--- src/rtl/mem_arbiter.sv ---
// mem_arbiter
//   Two-port arbiter sharing one backing memory between an instruction-fetch
//   refill port (IF, read-only) and a data-cache port (DC, read/write).
//   One access is in flight at a time: IDLE -> MEM -> DONE -> IDLE.
//   Contention between the two ports is resolved round-robin.
//
// Handshake (all ports): a requester raises *_req with stable operands and
//   holds both until its one-cycle *_done pulse; *_rdata and *_err are valid
//   while *_done=1, and *_rdata holds its last value otherwise. On the memory
//   side mem_req/mem_we/mem_addr/mem_wdata are held stable until the cycle in
//   which mem_ready=1 completes the access (mem_rdata is valid with it).
//
// Ports
//   clk, reset              rising-edge clock, synchronous active-high reset
//   if_req/if_addr          fetch request in; if_done/if_rdata/if_err out
//   dc_req/dc_we/dc_addr/   data request in; dc_done/dc_rdata/dc_err out
//   dc_wdata
//   mem_req/mem_we/         memory request out
//   mem_addr/mem_wdata
//   mem_ready/mem_rdata     memory completion in
//   state_dbg               current FSM state (IDLE=0, MEM=1, DONE=2)
//
// Configuration
//   MEM_ARBITER_TIMEOUT_EN  when defined, an access that waits TIMEOUT MEM
//                           cycles without mem_ready completes with *_err=1
//                           and rdata=0. When undefined, MEM waits forever and
//                           if_err/dc_err are constant 0.
module mem_arbiter #(
  parameter int AW      = 32,
  parameter int DW      = 32,
  parameter int TIMEOUT = 15
) (
  input  logic          clk,
  input  logic          reset,
  input  logic          if_req,
  input  logic [AW-1:0] if_addr,
  output logic          if_done,
  output logic [DW-1:0] if_rdata,
  input  logic          dc_req,
  input  logic          dc_we,
  input  logic [AW-1:0] dc_addr,
  input  logic [DW-1:0] dc_wdata,
  output logic          dc_done,
  output logic [DW-1:0] dc_rdata,
  output logic          mem_req,
  output logic          mem_we,
  output logic [AW-1:0] mem_addr,
  output logic [DW-1:0] mem_wdata,
  input  logic          mem_ready,
  input  logic [DW-1:0] mem_rdata,
  output logic          if_err,
  output logic          dc_err,
  output logic [1:0]    state_dbg
);

  // The wait counter is 4 bits wide, so only 1..15 is meaningful.
  if (TIMEOUT < 1 || TIMEOUT > 15) begin : g_bad_timeout
    $error("mem_arbiter: TIMEOUT must be in 1..15");
  end

  typedef enum logic [1:0] {
    IDLE = 2'd0,
    MEM  = 2'd1,
    DONE = 2'd2
  } state_t;

  localparam logic OWN_IF = 1'b0;
  localparam logic OWN_DC = 1'b1;

  state_t        state, state_next;
  logic          owner, owner_next;
  logic          last_owner, last_owner_next;
  logic          grant_dc;

  logic          mem_req_next, mem_we_next;
  logic [AW-1:0] mem_addr_next;
  logic [DW-1:0] mem_wdata_next;
  logic          if_done_next, dc_done_next;
  logic [DW-1:0] if_rdata_next, dc_rdata_next;

  // Completion helpers shared by the normal and timeout exits of MEM.
  logic          finish;
  logic          finish_err;
  logic [DW-1:0] finish_rdata;

`ifdef MEM_ARBITER_TIMEOUT_EN
  logic [3:0]    wait_cnt, wait_cnt_next;
  logic          if_err_next, dc_err_next;
`endif

  assign state_dbg = state;

  // Round-robin: DC wins if it is the only requester, or if both request
  // and IF was the last one served.
  assign grant_dc = dc_req && (!if_req || (last_owner == OWN_IF));

  always_comb begin
    state_next      = state;
    owner_next      = owner;
    last_owner_next = last_owner;
    mem_req_next    = 1'b0;
    mem_we_next     = mem_we;
    mem_addr_next   = mem_addr;
    mem_wdata_next  = mem_wdata;
    if_done_next    = 1'b0;
    dc_done_next    = 1'b0;
    if_rdata_next   = if_rdata;
    dc_rdata_next   = dc_rdata;
    finish          = 1'b0;
    finish_err      = 1'b0;
    finish_rdata    = '0;
`ifdef MEM_ARBITER_TIMEOUT_EN
    wait_cnt_next   = wait_cnt;
    if_err_next     = 1'b0;
    dc_err_next     = 1'b0;
`endif

    unique case (state)
      IDLE: begin
        if (if_req || dc_req) begin
          owner_next      = grant_dc;
          last_owner_next = grant_dc;
          mem_req_next    = 1'b1;
          mem_we_next     = grant_dc ? dc_we : 1'b0;
          mem_addr_next   = grant_dc ? dc_addr : if_addr;
          mem_wdata_next  = grant_dc ? dc_wdata : '0;
          state_next      = MEM;
`ifdef MEM_ARBITER_TIMEOUT_EN
          wait_cnt_next   = 4'd0;
`endif
        end
      end

      MEM: begin
        mem_req_next = 1'b1;
        if (mem_ready) begin
          finish       = 1'b1;
          finish_rdata = mem_we ? '0 : mem_rdata;
        end
`ifdef MEM_ARBITER_TIMEOUT_EN
        // The cycle that would bring the count to TIMEOUT is the last wait.
        else if (wait_cnt + 4'd1 == 4'(TIMEOUT)) begin
          finish     = 1'b1;
          finish_err = 1'b1;
        end else begin
          wait_cnt_next = wait_cnt + 4'd1;
        end
`endif
      end

      DONE: begin
        state_next = IDLE;
      end

      default: begin
        state_next = IDLE;
      end
    endcase

    if (finish) begin
      state_next   = DONE;
      mem_req_next = 1'b0;
      if (owner == OWN_DC) begin
        dc_done_next  = 1'b1;
        dc_rdata_next = finish_rdata;
      end else begin
        if_done_next  = 1'b1;
        if_rdata_next = finish_rdata;
      end
`ifdef MEM_ARBITER_TIMEOUT_EN
      if_err_next = finish_err && (owner == OWN_IF);
      dc_err_next = finish_err && (owner == OWN_DC);
`endif
    end
  end

  always_ff @(posedge clk) begin
    if (reset) begin
      state      <= IDLE;
      owner      <= OWN_IF;
      last_owner <= OWN_IF;
      mem_req    <= 1'b0;
      mem_we     <= 1'b0;
      mem_addr   <= '0;
      mem_wdata  <= '0;
      if_done    <= 1'b0;
      dc_done    <= 1'b0;
      if_rdata   <= '0;
      dc_rdata   <= '0;
    end else begin
      state      <= state_next;
      owner      <= owner_next;
      last_owner <= last_owner_next;
      mem_req    <= mem_req_next;
      mem_we     <= mem_we_next;
      mem_addr   <= mem_addr_next;
      mem_wdata  <= mem_wdata_next;
      if_done    <= if_done_next;
      dc_done    <= dc_done_next;
      if_rdata   <= if_rdata_next;
      dc_rdata   <= dc_rdata_next;
    end
  end

`ifdef MEM_ARBITER_TIMEOUT_EN
  always_ff @(posedge clk) begin
    if (reset) begin
      wait_cnt <= 4'd0;
      if_err   <= 1'b0;
      dc_err   <= 1'b0;
    end else begin
      wait_cnt <= wait_cnt_next;
      if_err   <= if_err_next;
      dc_err   <= dc_err_next;
    end
  end

  // finish_err only matters when the timeout path exists.
`else
  assign if_err = 1'b0;
  assign dc_err = 1'b0;

  logic unused_finish_err;
  assign unused_finish_err = finish_err;
`endif

endmodule

--- config.mk ---
export PLATFORM = sky130hd
export DESIGN_NAME = mem_arbiter
export DESIGN_NICKNAME = d
export VERILOG_FILES = /design/src/rtl/mem_arbiter.sv
export SDC_FILE = /design/constraint.sdc
export NUM_CORES = 1
export LEC_CHECK = 0
export ABC_AREA = 0
export ABC_CLOCK_PERIOD_IN_PS = 2200
export BUFFER_PORTS_ARGS = -buffer_cell sky130_fd_sc_hd__clkbuf_2
export CORE_ASPECT_RATIO = 0.6
export CORE_UTILIZATION = 48
export CTS_CLUSTER_DIAMETER = 150
export CTS_CLUSTER_SIZE = 8
export DETAILED_ROUTE_END_ITERATION = 10
export HOLD_SLACK_MARGIN = 0.12
export PLACE_DENSITY = 0.95
export REMOVE_ABC_BUFFERS = 1
export SLEW_MARGIN = 15
export SYNTH_ARGS = -nofsm -noshare
export SYNTH_HDL_FRONTEND = slang
export SYNTH_SLANG_ARGS = --single-unit
--- constraint.sdc ---
create_clock -name clk -period 2.2 [get_ports clk]
set_input_delay 0.22 -clock clk [delete_from_list [all_inputs] [get_ports clk]]
set_output_delay 0.22 -clock clk [all_outputs]
set_load 0.05 [all_outputs]
==> results.cfg, run 1 <==
[power]
comb_power_share_pct = 22.0
p_int_uw = 4840
switching_share_pct = 32.5
power_uw = 7180
peakVddDrop_v = 0.000584
p_sw_uw = 2330
seqPwrFrac_pct = 37.5
power.share.clock_pct = 40.4
p_leak_uw = 0.00382
p_per_area_mw_per_mm2 = 868

[route]
drt_wl_total_um = 21200
ant_nets = 0
firstDrtPassIters = 6
wl_per_cell_um = 20.5
routed_via_density = 5.94
num_vias = 6149
drc = 0
drt-initial-drc-count = 592

[clock_network]
clock_path_buffers = 2
cts-root-buf = clkbuf_16
cts_htree_levels = 4
cts_made_buffers = 17
worstSkewPairLatency_ps = 420
path_clk_slew_ps = 60
clock_sinks = 135
cts_tree = done

[worst_setup_path]
worstSetupPathType = reg2reg
end_kind = flip-flop
path_max_fanout = 32
crit_path_start_kind = flip-flop
arrival_ps = 2410
required_ps = 2550

[floorplanning]
initial_core_util_pct = 49.8
core_sq_mm = 0.00991
die_height_um = 80.6
rows = 28
io_pins = 270
dieArea_sq_mm = 0.0107
die_w_um = 133

[synthesis]
async_flop_share_pct = 0
netlist_area_sq_mm = 0.00494
seq_area_frac_synth_pct = 54.7
ys.flop_type = dfxtp_1
synth_top_cell_area_share_pct = 54.7
yosysUniqueCellTypes = 26
ys_top_cells_by_area = dfxtp_1 55%, a22o_1 11%, a21oi_1 6.7%
synth_most_common_cell = dfxtp_1
yosysWarnings = 0
ys_ff_latch = 135
yosysTopAreaCell = dfxtp_1
synth_edf_count = 0
synth_commonest_cells = 135 x dfxtp_1, 66 x a21oi_1, 65 x nand2_1
syn_inst = 507
avgSynthCellArea_sq_um = 9.75

[timing]
slew_headroom_pct = 46.4
slew_viol_final = 0
min_period_ps = 2060
fmax_mhz = 485
rsz0062_at_grt = false
worst_pin_slew_ps = 804
setup_ws_ps = 139
hold_viol_final = 0
post-route-period-util_pct = 93.7
whs_ps = 285
finClkSkew_ps = 15.7
setup_viol = 0

[grt]
grt_pass1_wl_um = 31500
antenna_found_initial = 2
grt_usage_pct = 38.2
grt_max_degree = 45
overflow = 0
grt_pass1_vias = 5949

[final_layout]
design_area_sq_mm = 0.00826
n_fill_cell = 532
area_growth_pct = 67.2
stdcell_count = 1036
nNetsFinal = 1019
drive_gt1_share_pct = 36.3

[placement]
placed_cell_area_sq_mm = 0.00632
portBuffers = 267
hpwl_um = 10500
gp_congestion = 0.848
place_ws_ps = 541
placed_cells = 869

[hold_path]
min_path_type = in2reg

[status]
status = complete, no violations

[flow_run]
drv_cap = 0
## worst max-delay path, cell delays in order, from the launching register on
cell and delay, ps:
dfxtp_1 460, a21bo_4 440, nand2_1 140, a311oi_1 330, dlygate4sd3_1 610
## state kept, by name, indices dropped and copies added, names as in the netlist
register	flops
last_owner	1
mem_we	1
mem_wdata	32
state_dbg	2
mem_addr	32
dc_done	1
if_done	1
dc_rdata	32
if_rdata	32
mem_req	1
## area by class of cell
cell class / instances / area (sq um) / area share (%)
clock inverter: 14 / 165 / 2.00
multi-input combinational: 317 / 1990 / 24.0
clock buffer: 18 / 429 / 5.19
sequential: 135 / 2700 / 32.7
antenna: 3 / 7.51 / 0.0909
tap: 135 / 169 / 2.04
timing repair buffer: 414 / 2800 / 33.9
## cell usage in the layout (no fill, tap or decap), types with 2 or more instances in the layout
master and count:
o21ai_0 28, nor4_4 2, nand4_1 33, nand2_1 65, buf_4 14, conb_1 2, a311oi_1 32, clkbuf_16 17
inv_8 2, o21ai_1 6, buf_12 3, clkbuf_2 267, bufinv_16 2, a22o_1 64, inv_6 5, clkinvlp_4 4
dlygate4sd3_1 130, nor3_1 3, a21oi_1 66, diode_2 3, o21ba_2 2, or2_1 2, nor2_2 2, dfxtp_1 135
a2111oi_0 2
## path summary, 6_finish.rpt
path	start	end	slack, ps	cells after the start
min reg2reg	mem_wdata[26]	mem_wdata[26]	480	2
max reg2reg	last_owner	mem_addr[18]	140	4
max	last_owner	mem_addr[18]	140	4
min	dc_req	last_owner	290	4
## layer usage
layer	global-route usage [%]	share of wire [%]
met2	68.3	49
met3	8.33	9.3
met1	43.5	37
met4	20.0	4.5
met5	0	0
## what timing repair did
action                                  CTS  global route
resized for setup                         0             1
buffers inserted                          0             2
hold buffers                            130             0
hold endpoints to repair                131             0
endpoints found under the setup margin    0            31
## cell families after synthesis
family | Yosys count | synth area share, %
flops | 135 | 54.7
compound gates | 202 | 28.3
other cells | 1 | 0.0759
buf+inv | 56 | 5.57
simple gates | 113 | 11.3
## metrics by stage
step           setup TNS, ps  util [%]
2_1_floorplan         -58960         -
3_3_place_gp               0      63.8
3_5_place_dp               0      63.8
4_1_cts                    0      82.9
5_1_grt                    0      83.3
6_report                   0      83.3
## power by group through the flow
stage	clock, uW	combinational, uW	sequential, uW
detailed placement	0	1270	2730
finish	2900	1580	2690
floorplan	0	327	3210
global route	3020	1640	2700
CTS	2870	1500	2680
global placement	0	1250	2720
Note: power is estimated with default switching activity, not from simulation.
==> run 2: changes to the inputs <==
Settings changed: CTS_CLUSTER_SIZE 8 to 16, GPL_TIMING_DRIVEN set to 0.
==> results.cfg, run 2 (synthesis results as in run 1) <==
[grt]
grt_pass1_wl_um = 32900
overflow = 0
grt_usage_pct = 40.5
grt_pass1_vias = 6184
grt_max_degree = 41
antenna_found_initial = 2

[timing]
setup_viol = 0
min_period_ps = 2080
finClkSkew_ps = 14.9
post-route-period-util_pct = 94.4
hold_viol_final = 0
rsz0062_at_grt = false
worst_pin_slew_ps = 1230
whs_ps = 126
fmax_mhz = 481
setup_ws_ps = 122
slew_headroom_pct = 17.8
slew_viol_final = 0

[power]
p_int_uw = 4620
p_leak_uw = 0.00374
power.share.clock_pct = 39.4
p_per_area_mw_per_mm2 = 854
seqPwrFrac_pct = 38.3
p_sw_uw = 2410
comb_power_share_pct = 22.3
peakVddDrop_v = 0.000712
switching_share_pct = 34.3

[hold_path]
min_path_type = in2reg

[final_layout]
layout_common_cells = 266 x clkbuf_2, 135 x dfxtp_1, 129 x dlygate4sd3_1, 66 x a21oi_1, 65 x nand2_1
design_area_sq_mm = 0.00823
n_fill_cell = 519
mostFrequentLayoutCell = clkbuf_2
multi_input_area_sq_mm = 0.00201
drive_gt1_share_pct = 36.0
seqCellArea_sq_mm = 0.00270
fin_util_pct = 83.0
area_growth_pct = 66.6
nNetsFinal = 1010

[placement]
gp_congestion = 0.808
placed_cell_area_sq_mm = 0.00635
place_ws_ps = -39.0
hpwl_um = 10600
portBuffers = 267

[clock_network]
cts-root-buf = clkbuf_16
worstSkewPairLatency_ps = 420
clock_sinks = 135
post-cts-setup-buffer-count = 0
path_clk_slew_ps = 70
clock_path_buffers = 2
cts_htree_levels = 4
cts_tree = done
cts_made_buffers = 17

[floorplanning]
rows = 28
initial_core_util_pct = 49.8
die_w_um = 133
dieArea_sq_mm = 0.0107
core_sq_mm = 0.00991
io_pins = 270
die_height_um = 80.6

[route]
wl_per_cell_um = 22.3
drt-initial-drc-count = 640
ant_nets = 0
routed_via_density = 6.23
drt_wl_total_um = 22900
drc = 0
num_vias = 6394
firstDrtPassIters = 5

[worst_setup_path]
worstSetupPathType = in2reg
required_ps = 2470
arrival_ps = 2340
crit_path_start_kind = input pin
end_kind = flip-flop
path_max_fanout = 38

[flow_run]
drv_cap = 0

[status]
status = complete, no violations
run 2: path summary, 6_finish.rpt:
| check | end | slack [ps] | startpoint | cells after the start |
|---|---|---|---|---|
| max | mem_addr[24] | 120 | dc_req | 4 |
| max reg2reg | mem_wdata[3] | 140 | last_owner | 3 |
| min | mem_wdata[6] | 130 | dc_wdata[6] | 3 |
| min reg2reg | mem_wdata[13] | 480 | mem_wdata[13] | 2 |
run 2: power by group through the flow:
| stage | clock, uW | sequential, uW | combinational [uW] |
|---|---|---|---|
| 2_1_floorplan | 0 | 3210 | 327 |
| 3_3_place_gp | 0 | 2720 | 1220 |
| 3_5_place_dp | 0 | 2720 | 1280 |
| 4_1_cts | 2740 | 2670 | 1480 |
| 5_1_grt | 2900 | 2700 | 1620 |
| 6_report | 2770 | 2690 | 1570 |
run 2: critical path, cell delays in order:
cell      delay, ps
clkbuf_2        470
a21bo_2         860
nand2_1         250
a311oi_1        490
run 2: cell type report:
type                    instances  share of cell area [%]
repair buffers                404                    33.7
flip-flops and latches        135                    32.8
multi-input cells             318                    24.4
clock buffers                  18                    5.34
well taps                     135                    2.05
clock inverters                14                    1.58
diodes                          2                  0.0608
run 2: per-layer routing:
metal / vias to the layer above / share of wire (%) / track usage, %
met4: 0 / 6.6 / 29.9
met2: 630 / 48 / 69.9
met1: 2964 / 35 / 43.7
met3: 159 / 11 / 10.7
met5: - / 0 / 0
li1: 2641 / - / -
run 2: stage by stage:
stage          setup TNS, ps  power, uW  std cells
3_3_place_gp         -183100       3940        854
2_1_floorplan         -58960       3540        452
5_1_grt                    0       7210       1026
4_1_cts                    0       6890       1024
3_5_place_dp            -170       4010        862
6_report                   0       7030       1026
run 2: repair_timing:
| item | CTS | global route |
|---|---|---|
| setup endpoints to repair | 12 | 15 |
| endpoints found under the hold margin | 130 | 0 |
| hold buffers | 129 | 0 |
| pin swaps | 1 | 0 |
| resized for setup | 1 | 1 |
| gates cloned | 1 | 0 |
